File: config.mk
export PLATFORM = sky130hd
export DESIGN_NAME = alu_seq_flat
export DESIGN_NICKNAME = d
export VERILOG_FILES = /design/src/rtl/alu_seq_if.sv /design/src/rtl/alu_seq.sv /design/src/flat_wrapper.sv
export SDC_FILE = /design/constraint.sdc
export NUM_CORES = 1
export LEC_CHECK = 0
export BUFFER_PORTS_ARGS = -buffer_cell sky130_fd_sc_hd__buf_2
export CAP_MARGIN = 20
export CORE_MARGIN = 8
export CORE_UTILIZATION = 50
export CTS_CLUSTER_DIAMETER = 60
export DETAILED_ROUTE_END_ITERATION = 8
export PLACE_DENSITY = 0.83
export SYNTH_ARGS = -nofsm -noshare
export SYNTH_HDL_FRONTEND = slang
export SYNTH_SLANG_ARGS = --single-unit
File: constraint.sdc
create_clock -name clk -period 5.6 [get_ports clk]
set_input_delay 0.56 -clock clk [delete_from_list [all_inputs] [get_ports clk]]
set_output_delay 0.56 -clock clk [all_outputs]
set_load 0.02 [all_outputs]
File: src/rtl/alu_seq_if.sv
// Bundled command, ALU-control and result signals of the alu_seq sequencer.
// The sequencer is the slave; the command source, ALU and result consumer form the master.
interface alu_seq_if;
   logic        cmd_valid;
   logic        cmd_ready;
   logic [31:0] cmd_a;
   logic [31:0] cmd_b;
   logic [3:0]  cmd_op;
   logic        cmd_keep_a;
   logic [31:0] data_out;
   logic        load_a;
   logic        load_b;
   logic [3:0]  alu_op;
   logic [31:0] alu_f;
   logic [3:0]  alu_fr;
   logic        capture_f;
   logic        res_valid;
   logic        res_ready;
   logic [31:0] res_f;
   logic [3:0]  res_fr;
   logic        busy;
   logic [15:0] op_count;

   modport master (
      output cmd_valid, cmd_a, cmd_b, cmd_op, cmd_keep_a, alu_f, alu_fr, res_ready,
      input  cmd_ready, data_out, load_a, load_b, alu_op, capture_f,
             res_valid, res_f, res_fr, busy, op_count
   );

   modport slave (
      input  cmd_valid, cmd_a, cmd_b, cmd_op, cmd_keep_a, alu_f, alu_fr, res_ready,
      output cmd_ready, data_out, load_a, load_b, alu_op, capture_f,
             res_valid, res_f, res_fr, busy, op_count
   );
endinterface

File: src/rtl/alu_seq.sv
// Sequencer driving an external ALU: loads A and B over a shared bus, waits
// EXEC_CYCLES (legal 1..15), captures result and flags, and holds them for a handshake.
module alu_seq #(
   parameter int unsigned EXEC_CYCLES = 1
) (
   input  logic       clk,
   input  logic       rst,
   alu_seq_if.slave   io_bus
);

   typedef enum logic [2:0] {
      S_IDLE,
      S_LOAD_A,
      S_LOAD_B,
      S_EXEC,
      S_CAPT,
      S_HOLD
   } state_t;

   state_t      r_state;
   logic [31:0] r_b;
   logic [3:0]  r_op;
   logic [3:0]  r_cnt;
   logic        r_cmd_ready;
   logic        r_busy;
   logic        r_load_a;
   logic        r_load_b;
   logic        r_capture_f;
   logic        r_res_valid;
   logic [31:0] r_data_out;
   logic [31:0] r_res_f;
   logic [3:0]  r_res_fr;
   logic [15:0] r_op_count;

   // Outputs are registered alongside the state, so each transition sets the
   // decode of the state being entered.
   always_ff @(posedge clk or posedge rst) begin
      if (rst) begin
         r_state     <= S_IDLE;
         r_b         <= '0;
         r_op        <= '0;
         r_cnt       <= '0;
         r_cmd_ready <= 1'b1;
         r_busy      <= 1'b0;
         r_load_a    <= 1'b0;
         r_load_b    <= 1'b0;
         r_capture_f <= 1'b0;
         r_res_valid <= 1'b0;
         r_data_out  <= '0;
         r_res_f     <= '0;
         r_res_fr    <= '0;
         r_op_count  <= '0;
      end else begin
         // NOTE: non-blocking defaults here are overridden by later assignments in the
         // same block, making every strobe a single-cycle pulse without extra logic.
         r_load_a    <= 1'b0;
         r_load_b    <= 1'b0;
         r_capture_f <= 1'b0;
         r_data_out  <= '0;
         case (r_state)
            S_IDLE: begin
               if (io_bus.cmd_valid) begin
                  r_b         <= io_bus.cmd_b;
                  r_op        <= io_bus.cmd_op;
                  r_cmd_ready <= 1'b0;
                  r_busy      <= 1'b1;
                  if (io_bus.cmd_keep_a) begin
                     r_state    <= S_LOAD_B;
                     r_load_b   <= 1'b1;
                     r_data_out <= io_bus.cmd_b;
                  end else begin
                     r_state    <= S_LOAD_A;
                     r_load_a   <= 1'b1;
                     r_data_out <= io_bus.cmd_a;
                  end
               end
            end
            S_LOAD_A: begin
               r_state    <= S_LOAD_B;
               r_load_b   <= 1'b1;
               r_data_out <= r_b;
            end
            S_LOAD_B: begin
               r_state <= S_EXEC;
               r_cnt   <= 4'(EXEC_CYCLES);
            end
            S_EXEC: begin
               r_cnt <= r_cnt - 4'd1;
               if (r_cnt == 4'd1) begin
                  r_state     <= S_CAPT;
                  r_capture_f <= 1'b1;
               end
            end
            S_CAPT: begin
               r_state     <= S_HOLD;
               r_res_f     <= io_bus.alu_f;
               r_res_fr    <= io_bus.alu_fr;
               r_res_valid <= 1'b1;
            end
            S_HOLD: begin
               if (io_bus.res_ready) begin
                  r_state     <= S_IDLE;
                  r_res_valid <= 1'b0;
                  r_busy      <= 1'b0;
                  r_cmd_ready <= 1'b1;
                  if (r_op_count != 16'hFFFF) begin
                     r_op_count <= r_op_count + 16'd1;
                  end
               end
            end
            default: begin
               r_state     <= S_IDLE;
               r_res_valid <= 1'b0;
               r_busy      <= 1'b0;
               r_cmd_ready <= 1'b1;
            end
         endcase
      end
   end

   assign io_bus.cmd_ready = r_cmd_ready;
   assign io_bus.busy      = r_busy;
   assign io_bus.load_a    = r_load_a;
   assign io_bus.load_b    = r_load_b;
   assign io_bus.capture_f = r_capture_f;
   assign io_bus.res_valid = r_res_valid;
   assign io_bus.data_out  = r_data_out;
   assign io_bus.alu_op    = r_op;
   assign io_bus.res_f     = r_res_f;
   assign io_bus.res_fr    = r_res_fr;
   assign io_bus.op_count  = r_op_count;

endmodule

File: src/flat_wrapper.sv
// flat-port wrapper written by rule: the top's interface ports become plain ports
module alu_seq_flat 
#(
   parameter int unsigned EXEC_CYCLES = 1
)
  (clk, rst, io_bus_cmd_valid, io_bus_cmd_a, io_bus_cmd_b, io_bus_cmd_op, io_bus_cmd_keep_a, io_bus_alu_f, io_bus_alu_fr, io_bus_res_ready, io_bus_cmd_ready, io_bus_data_out, io_bus_load_a, io_bus_load_b, io_bus_alu_op, io_bus_capture_f, io_bus_res_valid, io_bus_res_f, io_bus_res_fr, io_bus_busy, io_bus_op_count);
  alu_seq_if io_bus_i ();
  input  logic clk;
  input  logic rst;
  input wire logic [$bits(io_bus_i.cmd_valid)-1:0] io_bus_cmd_valid;
  input wire logic [$bits(io_bus_i.cmd_a)-1:0] io_bus_cmd_a;
  input wire logic [$bits(io_bus_i.cmd_b)-1:0] io_bus_cmd_b;
  input wire logic [$bits(io_bus_i.cmd_op)-1:0] io_bus_cmd_op;
  input wire logic [$bits(io_bus_i.cmd_keep_a)-1:0] io_bus_cmd_keep_a;
  input wire logic [$bits(io_bus_i.alu_f)-1:0] io_bus_alu_f;
  input wire logic [$bits(io_bus_i.alu_fr)-1:0] io_bus_alu_fr;
  input wire logic [$bits(io_bus_i.res_ready)-1:0] io_bus_res_ready;
  output wire logic [$bits(io_bus_i.cmd_ready)-1:0] io_bus_cmd_ready;
  output wire logic [$bits(io_bus_i.data_out)-1:0] io_bus_data_out;
  output wire logic [$bits(io_bus_i.load_a)-1:0] io_bus_load_a;
  output wire logic [$bits(io_bus_i.load_b)-1:0] io_bus_load_b;
  output wire logic [$bits(io_bus_i.alu_op)-1:0] io_bus_alu_op;
  output wire logic [$bits(io_bus_i.capture_f)-1:0] io_bus_capture_f;
  output wire logic [$bits(io_bus_i.res_valid)-1:0] io_bus_res_valid;
  output wire logic [$bits(io_bus_i.res_f)-1:0] io_bus_res_f;
  output wire logic [$bits(io_bus_i.res_fr)-1:0] io_bus_res_fr;
  output wire logic [$bits(io_bus_i.busy)-1:0] io_bus_busy;
  output wire logic [$bits(io_bus_i.op_count)-1:0] io_bus_op_count;
  assign io_bus_i.cmd_valid = io_bus_cmd_valid;
  assign io_bus_i.cmd_a = io_bus_cmd_a;
  assign io_bus_i.cmd_b = io_bus_cmd_b;
  assign io_bus_i.cmd_op = io_bus_cmd_op;
  assign io_bus_i.cmd_keep_a = io_bus_cmd_keep_a;
  assign io_bus_i.alu_f = io_bus_alu_f;
  assign io_bus_i.alu_fr = io_bus_alu_fr;
  assign io_bus_i.res_ready = io_bus_res_ready;
  assign io_bus_cmd_ready = io_bus_i.cmd_ready;
  assign io_bus_data_out = io_bus_i.data_out;
  assign io_bus_load_a = io_bus_i.load_a;
  assign io_bus_load_b = io_bus_i.load_b;
  assign io_bus_alu_op = io_bus_i.alu_op;
  assign io_bus_capture_f = io_bus_i.capture_f;
  assign io_bus_res_valid = io_bus_i.res_valid;
  assign io_bus_res_f = io_bus_i.res_f;
  assign io_bus_res_fr = io_bus_i.res_fr;
  assign io_bus_busy = io_bus_i.busy;
  assign io_bus_op_count = io_bus_i.op_count;
  alu_seq #(.EXEC_CYCLES(EXEC_CYCLES)) u_core (.clk(clk), .rst(rst), .io_bus(io_bus_i));
endmodule
==> flow_summary.toml, run 1 <==
[global_route]
grt_pass1_wl_mm = 22.6
grt_use_total_pct = 19.2
antenna_found_initial = 0
grt_overflow_total = 0
grt_max_degree = 72
grt_pass1_vias = 4622

[yosys]
syn_area_sq_um = 5600
synth.distinct_cells = 40
syn-num-nets = 630
async_flop_share_pct = 100
synthFlopType = "dfrtp_1"
ys_seq_area_share_pct = 59.5
syn_inst = 518
ys_warn_count = 0
postSynthAreaPerCell_sq_um = 10.8
synth_edf_count = 0
ys_ff_latch = 133

[worst_setup_path]
cp.arrival_ns = 2.43
slowest_delay_ns = 0.68
critical_path_class = "flip-flop to flip-flop"
crit_required_ns = 6.02
cp-end-kind = "flip-flop"
crit_path_start = "u_core.r_state[0]"
timing.rr.start = "u_core.r_state[0]"
crit_fanout = 15
worstPathCellList = "nand4b_4 > or3_1 > nor4_4 > xor2_1"
worstSetupStartpointType = "flip-flop"
slowest_stage = "dfrtp_1"

[floorplan]
start_util_pct = 51.4
floorplan.die.height_microns = 122
fp.dieW_microns = 122
fp-row-count = 38
fp.coreArea_sq_um = 10900
die-area_sq_um = 14800
io_pins = 203

[detailed_routing]
totalWireLength_mm = 14.2
first_pass_iters = 4
wl_per_cell_microns = 16.3
viasPerCell = 5.10
drc_errors = 0
ant_nets = 0
drt_iter0_markers = 286
num_vias = 4436

[clock_tree]
post_cts_resized = 0
cts_hold_buf = 0
cts_root_buffer = "clkbuf_8"
cts_tree = "done"
clk_latency_ns = 0.50
cts_htree_levels = 4
post_cts_buffers = 0
clk_pin_slew_ns = 0.06
cts_buffer_depth = 2
clock_sinks = 133
numCtsBuffers = 17

[power_and_ir_drop]
power_frac_comb_pct = 33.9
intPower_mw = 2.42
ir_drop_mv = 0.329
power.switching_mw = 1.44
p_seq_share_pct = 40.7
p_leak_nw = 3.87
powerDensity_nw_per_um2 = 532
power_switching_share_pct = 37.3
clock_power_share_pct = 25.4

[sta]
fin_crit_sh_pct = 36.0
slew_violations = 0
hold_violations = 0
rsz0062_at_grt = "false"
clock.fmax_mhz = 496
setup_viol = 0
timing.slew.headroom_pct = 29.8
worst_slew_pin_slew_ns = 1.05
post-route-min-period_ns = 2.01
tns_ns = 0
finClkSkew_ns = 0.00561
worst_slack_ns = 3.59

[finish]
drive_gt1_share_pct = 39.0
areaGrowthSynthToFinish_pct = 29.8
final_nets = 828
stdcell_count = 869
diodes = 0

[min_path]
hold_path_class = "input port to async pin"

[placed_design]
post-dp-hpwl_mm = 10.3
gp_congestion = 0.821
dp_worst_setup_slack_ns = 3.34
placed_cells = 836
portBuffers = 202

[job]
drv_cap = 0

[status]
status = "finished clean"
[layer usage]
layer | vias up | track usage, % | share of wire, %
li1 | 2140 | - | -
met1 | 2066 | 24.0 | 42
met2 | 214 | 29.9 | 45
met3 | 16 | 6.85 | 11
met4 | 0 | 7.86 | 1.4
met5 | - | 0 | 0
[critical path, delay by kind of cell, from the launching register on]
family	cells	cell delay [ns]
DFF	1	0.68
xor gates and xnor gates	1	0.17
and+or+nand+nor	3	1.07
[area by class of cell]
type / count / area, sq um
Sequential cell: 133 / 3330
Multi-Input combinational cell: 348 / 2130
Inverter: 9 / 36.3
Fill cell: 821 / 3620
Clock inverter: 14 / 114
Clock buffer: 18 / 418
Tap cell: 140 / 175
Timing Repair Buffer: 207 / 1060
[power by group through the flow]
stage / clock [mW] / sequential, mW / combinational, mW
6_report: 0.980 / 1.57 / 1.31
5_1_grt: 1.05 / 1.63 / 1.44
4_1_cts: 1.00 / 1.57 / 1.33
3_5_place_dp: 0 / 1.58 / 1.33
3_3_place_gp: 0 / 1.56 / 1.28
2_1_floorplan: 0 / 1.83 / 0.592
[cells in the mapped netlist (all sizes together) (4+ instances only)]
master	instances	area share [%]
xnor2	5	0.78
nand4	4	0.45
mux2	37	7.4
dfrtp	132	59
inv	9	0.60
nand2	152	10
xor2	7	1.1
o21ai	37	3.3
or3	4	0.45
clkbuf	20	1.3
a21oi	12	1.1
nor3	8	0.80
nand3	9	0.80
buf	8	0.83
mux2i	32	5.7
nor2	10	0.67
[metrics by stage]
step                      total power, mW  utilization [%]  cell area, sq um  hold WS, ns
after floorplan                      2.42                -              5600        0.446
after global placement               2.84             61.7              6720        0.457
after detailed placement             2.91             61.7              6720        0.462
after CTS                            3.91             66.6              7250        0.216
after global routing                 4.12             66.7              7270        0.229
final                                3.87             66.7              7270        0.233
[cells by family (layout without fill, tap and decap cells)]
| family | after synthesis | after routing | synth area share (%) |
|---|---|---|---|
| AO/OA/AOI/OAI | 62 | 62 | 6.14 |
| XOR/XNOR | 12 | 12 | 1.88 |
| adder cells (fa/ha/maj) | 3 | 3 | 0.670 |
| buffers and inverters | 37 | 248 | 2.77 |
| flip-flops | 133 | 133 | 59.5 |
| multiplexers | 69 | 69 | 13.2 |
| AND/OR/NAND/NOR | 202 | 202 | 15.9 |
[registers in the layout, indices dropped and copies added, names as in the netlist]
name	count
u_core.r_state	3
u_core.io_bus.op_count	16
u_core.io_bus.res_valid	1
u_core.io_bus.data_out	32
u_core.io_bus.capture_f	1
u_core.io_bus.res_fr	4
u_core.io_bus.res_f	32
u_core.r_cnt	4
u_core.io_bus.busy	1
u_core.io_bus.load_a	1
u_core.io_bus.alu_op	4
u_core.io_bus.load_b	1
u_core.io_bus.cmd_ready	1
u_core.r_b	32
[worst paths after layout]
| check | cells past startpoint | slack (ns) | to |
|---|---|---|---|
| max | 4 | 3.59 | u_core.io_bus.op_count[14] |
| min | 2 | 0.23 | u_core.io_bus.res_f[17] |
| max reg2reg | 4 | 3.59 | u_core.io_bus.op_count[14] |
| min reg2reg | 2 | 0.47 | u_core.r_b[16] |
| max in group asynchronous | 3 | 4.07 | u_core.io_bus.res_f[29] |
| min in group clk | 3 | 0.25 | u_core.io_bus.alu_op[3] |
[layout by cell type (no fill, tap or decap), types with 2 or more instances in the layout]
cell,Yosys,layout
and3_1,2,2
nand3_1,9,9
a21oi_1,12,12
a21o_1,2,2
or3_1,4,3
nand2_1,152,152
clkbuf_16,0,16
nand4_1,4,4
inv_1,9,8
nand3b_1,3,3
clkinv_2,0,6
xor2_1,7,7
o22ai_1,2,2
mux2_2,37,37
nor3_1,7,6
a211oi_1,3,3
xnor2_1,5,5
clkinvlp_4,0,6
mux2i_1,32,32
nor2_1,10,10
ha_1,3,3
dfrtp_1,132,132
o21ai_0,37,37
buf_4,0,4
buf_2,7,202
nand2b_1,2,2
Note: power is estimated with default switching activity, not from simulation.
==> run 2: changes to the inputs <==
==> constraint.sdc (replaced) <==
create_clock -name clk -period 2.1 [get_ports clk]
set_input_delay 0.21 -clock clk [delete_from_list [all_inputs] [get_ports clk]]
set_output_delay 0.21 -clock clk [all_outputs]
set_load 0.02 [all_outputs]
==> run 2 against run 1 <==
Against the previous run: cell count up 12%; flip-flop and latch count unchanged; count of clock-buffer cells in the layout up 6; setup slack worse by 3.3 ns; global-route usage up 6.7 points; critical endpoint is now u_core.io_bus.op_count[13]; critical path type unchanged.
==> flow_summary.toml, run 2 (synthesis results as in run 1) <==
[status]
status = "finished clean"

[sta]
rsz0062_at_grt = "false"
worst_slew_pin_slew_ns = 0.697
hold_violations = 0
setup_viol = 0
slew_violations = 0
tns_ns = 0
post-route-min-period_ns = 1.85
timing.slew.headroom_pct = 53.5
finClkSkew_ns = 0.00568
fin_crit_sh_pct = 88.2
clock.fmax_mhz = 540

[worst_setup_path]
r2r_setup_slack_ns = 0.25
crit_fanout = 6
critical_path_class = "flip-flop to flip-flop"
crit_required_ns = 2.51
cp-end-kind = "flip-flop"
worstSetupStartpointType = "flip-flop"
cp.arrival_ns = 2.26

[clock_tree]
cts_tree = "done"
numCtsBuffers = 17
clock_sinks = 133
clk_pin_slew_ns = 0.06
clk_latency_ns = 0.52
cts_buffer_depth = 2
post_cts_resized = 0
cts_root_buffer = "clkbuf_8"
cts_htree_levels = 4

[finish]
fin_util_pct = 76.8
drive_gt1_share_pct = 34.6
multi_input_area_sq_um = 2130
most-common-layout-cells = "buf_2 (202), nand2_1 (152), dfrtp_1 (132)"
fill_cells = 633
regArea_sq_um = 3330
areaGrowthSynthToFinish_pct = 49.2
final_nets = 931
fin_area_sq_um = 8360
layout_commonest_cell = "buf_2"

[min_path]
hold_path_class = "input port to flip-flop"

[power_and_ir_drop]
ir_drop_mv = 0.939
p_total_mw = 11.0
powerDensity_nw_per_um2 = 1310
p_leak_nw = 4.34

[detailed_routing]
totalWireLength_mm = 19.1
ant_nets = 0
wl_per_cell_microns = 19.6
first_pass_iters = 5
num_vias = 5257
drt_iter0_markers = 430
viasPerCell = 5.40
drc_errors = 0

[placed_design]
post-dp-hpwl_mm = 10.4
gp_congestion = 0.899
portBuffers = 202
postPlaceCellArea_sq_um = 6810

[job]
drv_cap = 0

[floorplan]
floorplan.die.height_microns = 122
fp.dieW_microns = 122
start_util_pct = 51.4
die-area_sq_um = 14800
io_pins = 203
fp.coreArea_sq_um = 10900
fp-row-count = 38

[global_route]
grt_pass1_wl_mm = 30.0
grt_overflow_total = 0
grt_max_degree = 134
grt_pass1_vias = 5599
grt_use_total_pct = 26.0
antenna_found_initial = 0
-- run 2: cell count changes in the layout (fill, tap and decap cells not counted), sizes merged --
cell	delta
inv	-1
clkbuf	+6
clkinvlp	-2
dlygate4sd3	+98
buf	+5
diode	+1
clkinv	-3
-- run 2: path summary, 6_finish.rpt --
check | cells after the start | endpoint | startpoint
setup / recovery | 5 | u_core.io_bus.op_count[13] | u_core.io_bus.op_count[1]
hold / removal | 3 | u_core.io_bus.data_out[16] | io_bus_cmd_a[16]
setup reg to reg | 5 | u_core.io_bus.op_count[13] | u_core.io_bus.op_count[1]
hold reg to reg | 2 | u_core.r_b[2] | u_core.r_b[2]
max in group asynchronous | 4 | u_core.r_b[9] | rst
min in group asynchronous | 4 | u_core.io_bus.data_out[11] | rst
-- run 2: area by class of cell --
cell class,count,share of cell area [%]
Clock inverter,8,0.868
Sequential cell,133,39.8
Timing Repair Buffer,310,25.3
Clock buffer,24,5.87
Inverter,9,0.449
Antenna cell,1,0.0299
Multi-Input combinational cell,348,25.5
Tap cell,140,2.10
-- run 2: what timing repair did --
action,in CTS,in global routing
endpoints found under the hold margin,229,0
hold buffers,98,0
setup buffers,0,0
-- run 2: per-stage QoR --
stage,hold slack (ns),cells,setup slack (ns)
floorplan,0.315,518,0.240
global placement,0.400,842,0.418
detailed placement,0.405,842,0.311
CTS,0.000103,972,0.287
global route,0.0226,972,0.112
finish,0.0172,973,0.248
-- run 2: critical path: stages (launching register included) --
cell	delay, ns
dfrtp_1	0.45
ha_1	0.25
inv_1	0.07
or4_1	0.65
nand3_1	0.15
xnor2_1	0.18
-- run 2: report_power, final --
| group | internal, mW | switching, mW | leakage [nW] |
|---|---|---|---|
| Clock | 1.72 | 1.07 | 0.273 |
| Combinational | 1.52 | 2.43 | 2.36 |
| Sequential | 3.57 | 0.645 | 1.70 |
| Total | 6.81 | 4.15 | 4.34 |
-- run 2: routing by layer --
metal  up-vias  part of all wire (%)  global-route usage (%)
met4         0                   2.5                    10.3
li1       2338                     -                       -
met1      2538                    36                    29.7
met2       338                    49                    43.9
met3        43                    12                    8.93
met5         -                     0                       0
==> run 3: changes to the inputs <==
--- a/config.mk
+++ b/config.mk
@@ -11,7 +11,7 @@
 export CORE_UTILIZATION = 50
 export CTS_CLUSTER_DIAMETER = 60
 export DETAILED_ROUTE_END_ITERATION = 8
-export PLACE_DENSITY = 0.83
+export PLACE_DENSITY = 0.82
 export SYNTH_ARGS = -nofsm -noshare
 export SYNTH_HDL_FRONTEND = slang
 export SYNTH_SLANG_ARGS = --single-unit
==> run 3 against run 2 <==
Against the previous run: die area is the same; via count shrank 1.7%; total power grew 1.6%; critical path type unchanged; critical endpoint is now u_core.io_bus.data_out[6]; largest power group unchanged.
==> flow_summary.toml, run 3 (synthesis results as in run 1) <==
[detailed_routing]
met2WireLength_mm = 8.93
top_layer = "met4"
num_vias = 5169
viasPerCell = 5.30
totalWireLength_mm = 18.4
ant_nets = 0
wl_per_cell_microns = 18.8
drt_iter0_markers = 489
drc_errors = 0
first_pass_iters = 7
dr_wl_met3_mm = 2.02
met1_length_mm = 7.08

[clock_tree]
post_cts_resized = 0
post_cts_buffers = 0
clk_latency_ns = 0.52
clock_sinks = 133
cts_htree_levels = 4
numCtsBuffers = 17
cts_root_buffer = "clkbuf_8"
cts_tree = "done"
clk_pin_slew_ns = 0.06
cts_buffer_depth = 2

[global_route]
grt_overflow_total = 0
grt_pass1_vias = 5469
grt_max_degree = 70
grt_pass1_wl_mm = 29.5
antenna_found_initial = 0
grt_use_total_pct = 25.3

[sta]
rsz0062_at_grt = "false"
finClkSkew_ns = 0.0113
timing.slew.headroom_pct = 53.5
clock.fmax_mhz = 529
hold_violations = 0
tns_ns = 0
post-route-min-period_ns = 1.89
slew_violations = 0
setup_viol = 0
worst_slew_pin_slew_ns = 0.696
fin_crit_sh_pct = 90.0
hold_ws_ns = 0.0237

[min_path]
min_to = "u_core.r_state[0]"
hold_path_class = "input port to flip-flop"
min_from = "io_bus_cmd_valid"
worstHoldPathCells = 3

[floorplan]
floorplan.die.height_microns = 122
fp.coreArea_sq_um = 10900
io_pins = 203
fp.dieW_microns = 122
die-area_sq_um = 14800
fp-row-count = 38
start_util_pct = 51.4

[placed_design]
gp_congestion = 0.822
post-dp-hpwl_mm = 10.5
portBuffers = 202
postPlaceCellArea_sq_um = 6850
placed_cells = 845

[status]
status = "finished clean"

[finish]
stdcell_count = 975
drive_gt1_share_pct = 34.6
areaGrowthSynthToFinish_pct = 50.7
most-common-layout-cells = "buf_2 (202), nand2_1 (152), dfrtp_1 (132)"
fin_area_sq_um = 8440
layout_commonest_cell = "buf_2"
final_nets = 935
diodes = 0

[worst_setup_path]
r2r_setup_slack_ns = 0.21
timing.rr.start = "u_core.r_state[2]"
crit_required_ns = 2.51
worstSetupStartpointType = "flip-flop"
reg2reg_depth = 4
crit_fanout = 69
rr_endpoint = "u_core.io_bus.data_out[6]"
cp-end-kind = "flip-flop"
critical_path_class = "flip-flop to flip-flop"
cp.arrival_ns = 2.30

[power_and_ir_drop]
p_leak_nw = 4.38
powerDensity_nw_per_um2 = 1320
ir_drop_mv = 0.807

[job]
drv_cap = 0
[run 3: cell count changes in the layout (fill, tap and decap cells not counted)]
cell	delta
bufinv_16	+3
dlygate4sd3_1	+1
clkinv_4	+1
buf_12	+1
clkbuf_1	+1
clkbuf_8	-3
clkinvlp_4	-2
buf_4	+2
diode_2	-1
clkinv_2	-1
[run 3: repair_timing]
action,in CTS,in global routing
endpoints found under the hold margin,121,0
setup endpoints to repair,0,0
hold buffers,99,0
[run 3: layout make-up]
cell class / instances / area (sq um)
timing repair buffer: 314 / 2160
fill: 609 / 2450
tap: 140 / 175
clock inverter: 9 / 151
inverter: 9 / 37.5
multi-input combinational: 348 / 2130
sequential: 133 / 3330
clock buffer: 22 / 453
[run 3: metrics by stage]
| step | worst slack [ns] | util, % | power (mW) |
|---|---|---|---|
| 2_1_floorplan | 0.240 | - | 6.45 |
| 3_3_place_gp | 0.309 | 62.9 | 7.65 |
| 3_5_place_dp | 0.291 | 62.9 | 7.82 |
| 4_1_cts | 0.264 | 77.5 | 11.0 |
| 5_1_grt | 0.121 | 77.5 | 11.7 |
| 6_report | 0.210 | 77.5 | 11.1 |
[run 3: per-layer routing]
layer  GRT usage (%)  vias up
li1                -     2347
met3            8.84       30
met5               0        -
met4            8.79        0
met1            30.0     2480
met2            41.9      312
[run 3: worst max-delay path by stage]
stage / depth (start not counted) / from / slack [ns] / end
CTS: 5 / u_core.io_bus.op_count[0] / 0.26 / u_core.io_bus.op_count[12]
detailed placement: 5 / u_core.io_bus.op_count[0] / 0.29 / u_core.io_bus.op_count[12]
global placement: 5 / u_core.io_bus.op_count[0] / 0.31 / u_core.io_bus.op_count[14]
finish: 4 / u_core.r_state[2] / 0.21 / u_core.io_bus.data_out[6]
global route: 5 / u_core.io_bus.op_count[0] / 0.12 / u_core.io_bus.op_count[12]
floorplan: 1 / rst / 0.24 / u_core.io_bus.alu_op[0]
[run 3: power by group]
group	internal (mW)	total, mW	switching, mW
Combinational	1.51	3.93	2.42
Clock	1.98	3.02	1.04
Sequential	3.57	4.17	0.606
Total	7.06	11.1	4.07
[run 3: critical path, cell delays in order (launching register included)]
cell and delay (ns):
dfrtp_1 0.44, nand2b_1 0.25, or3_2 0.43, buf_4 0.33, o21ai_0 0.32
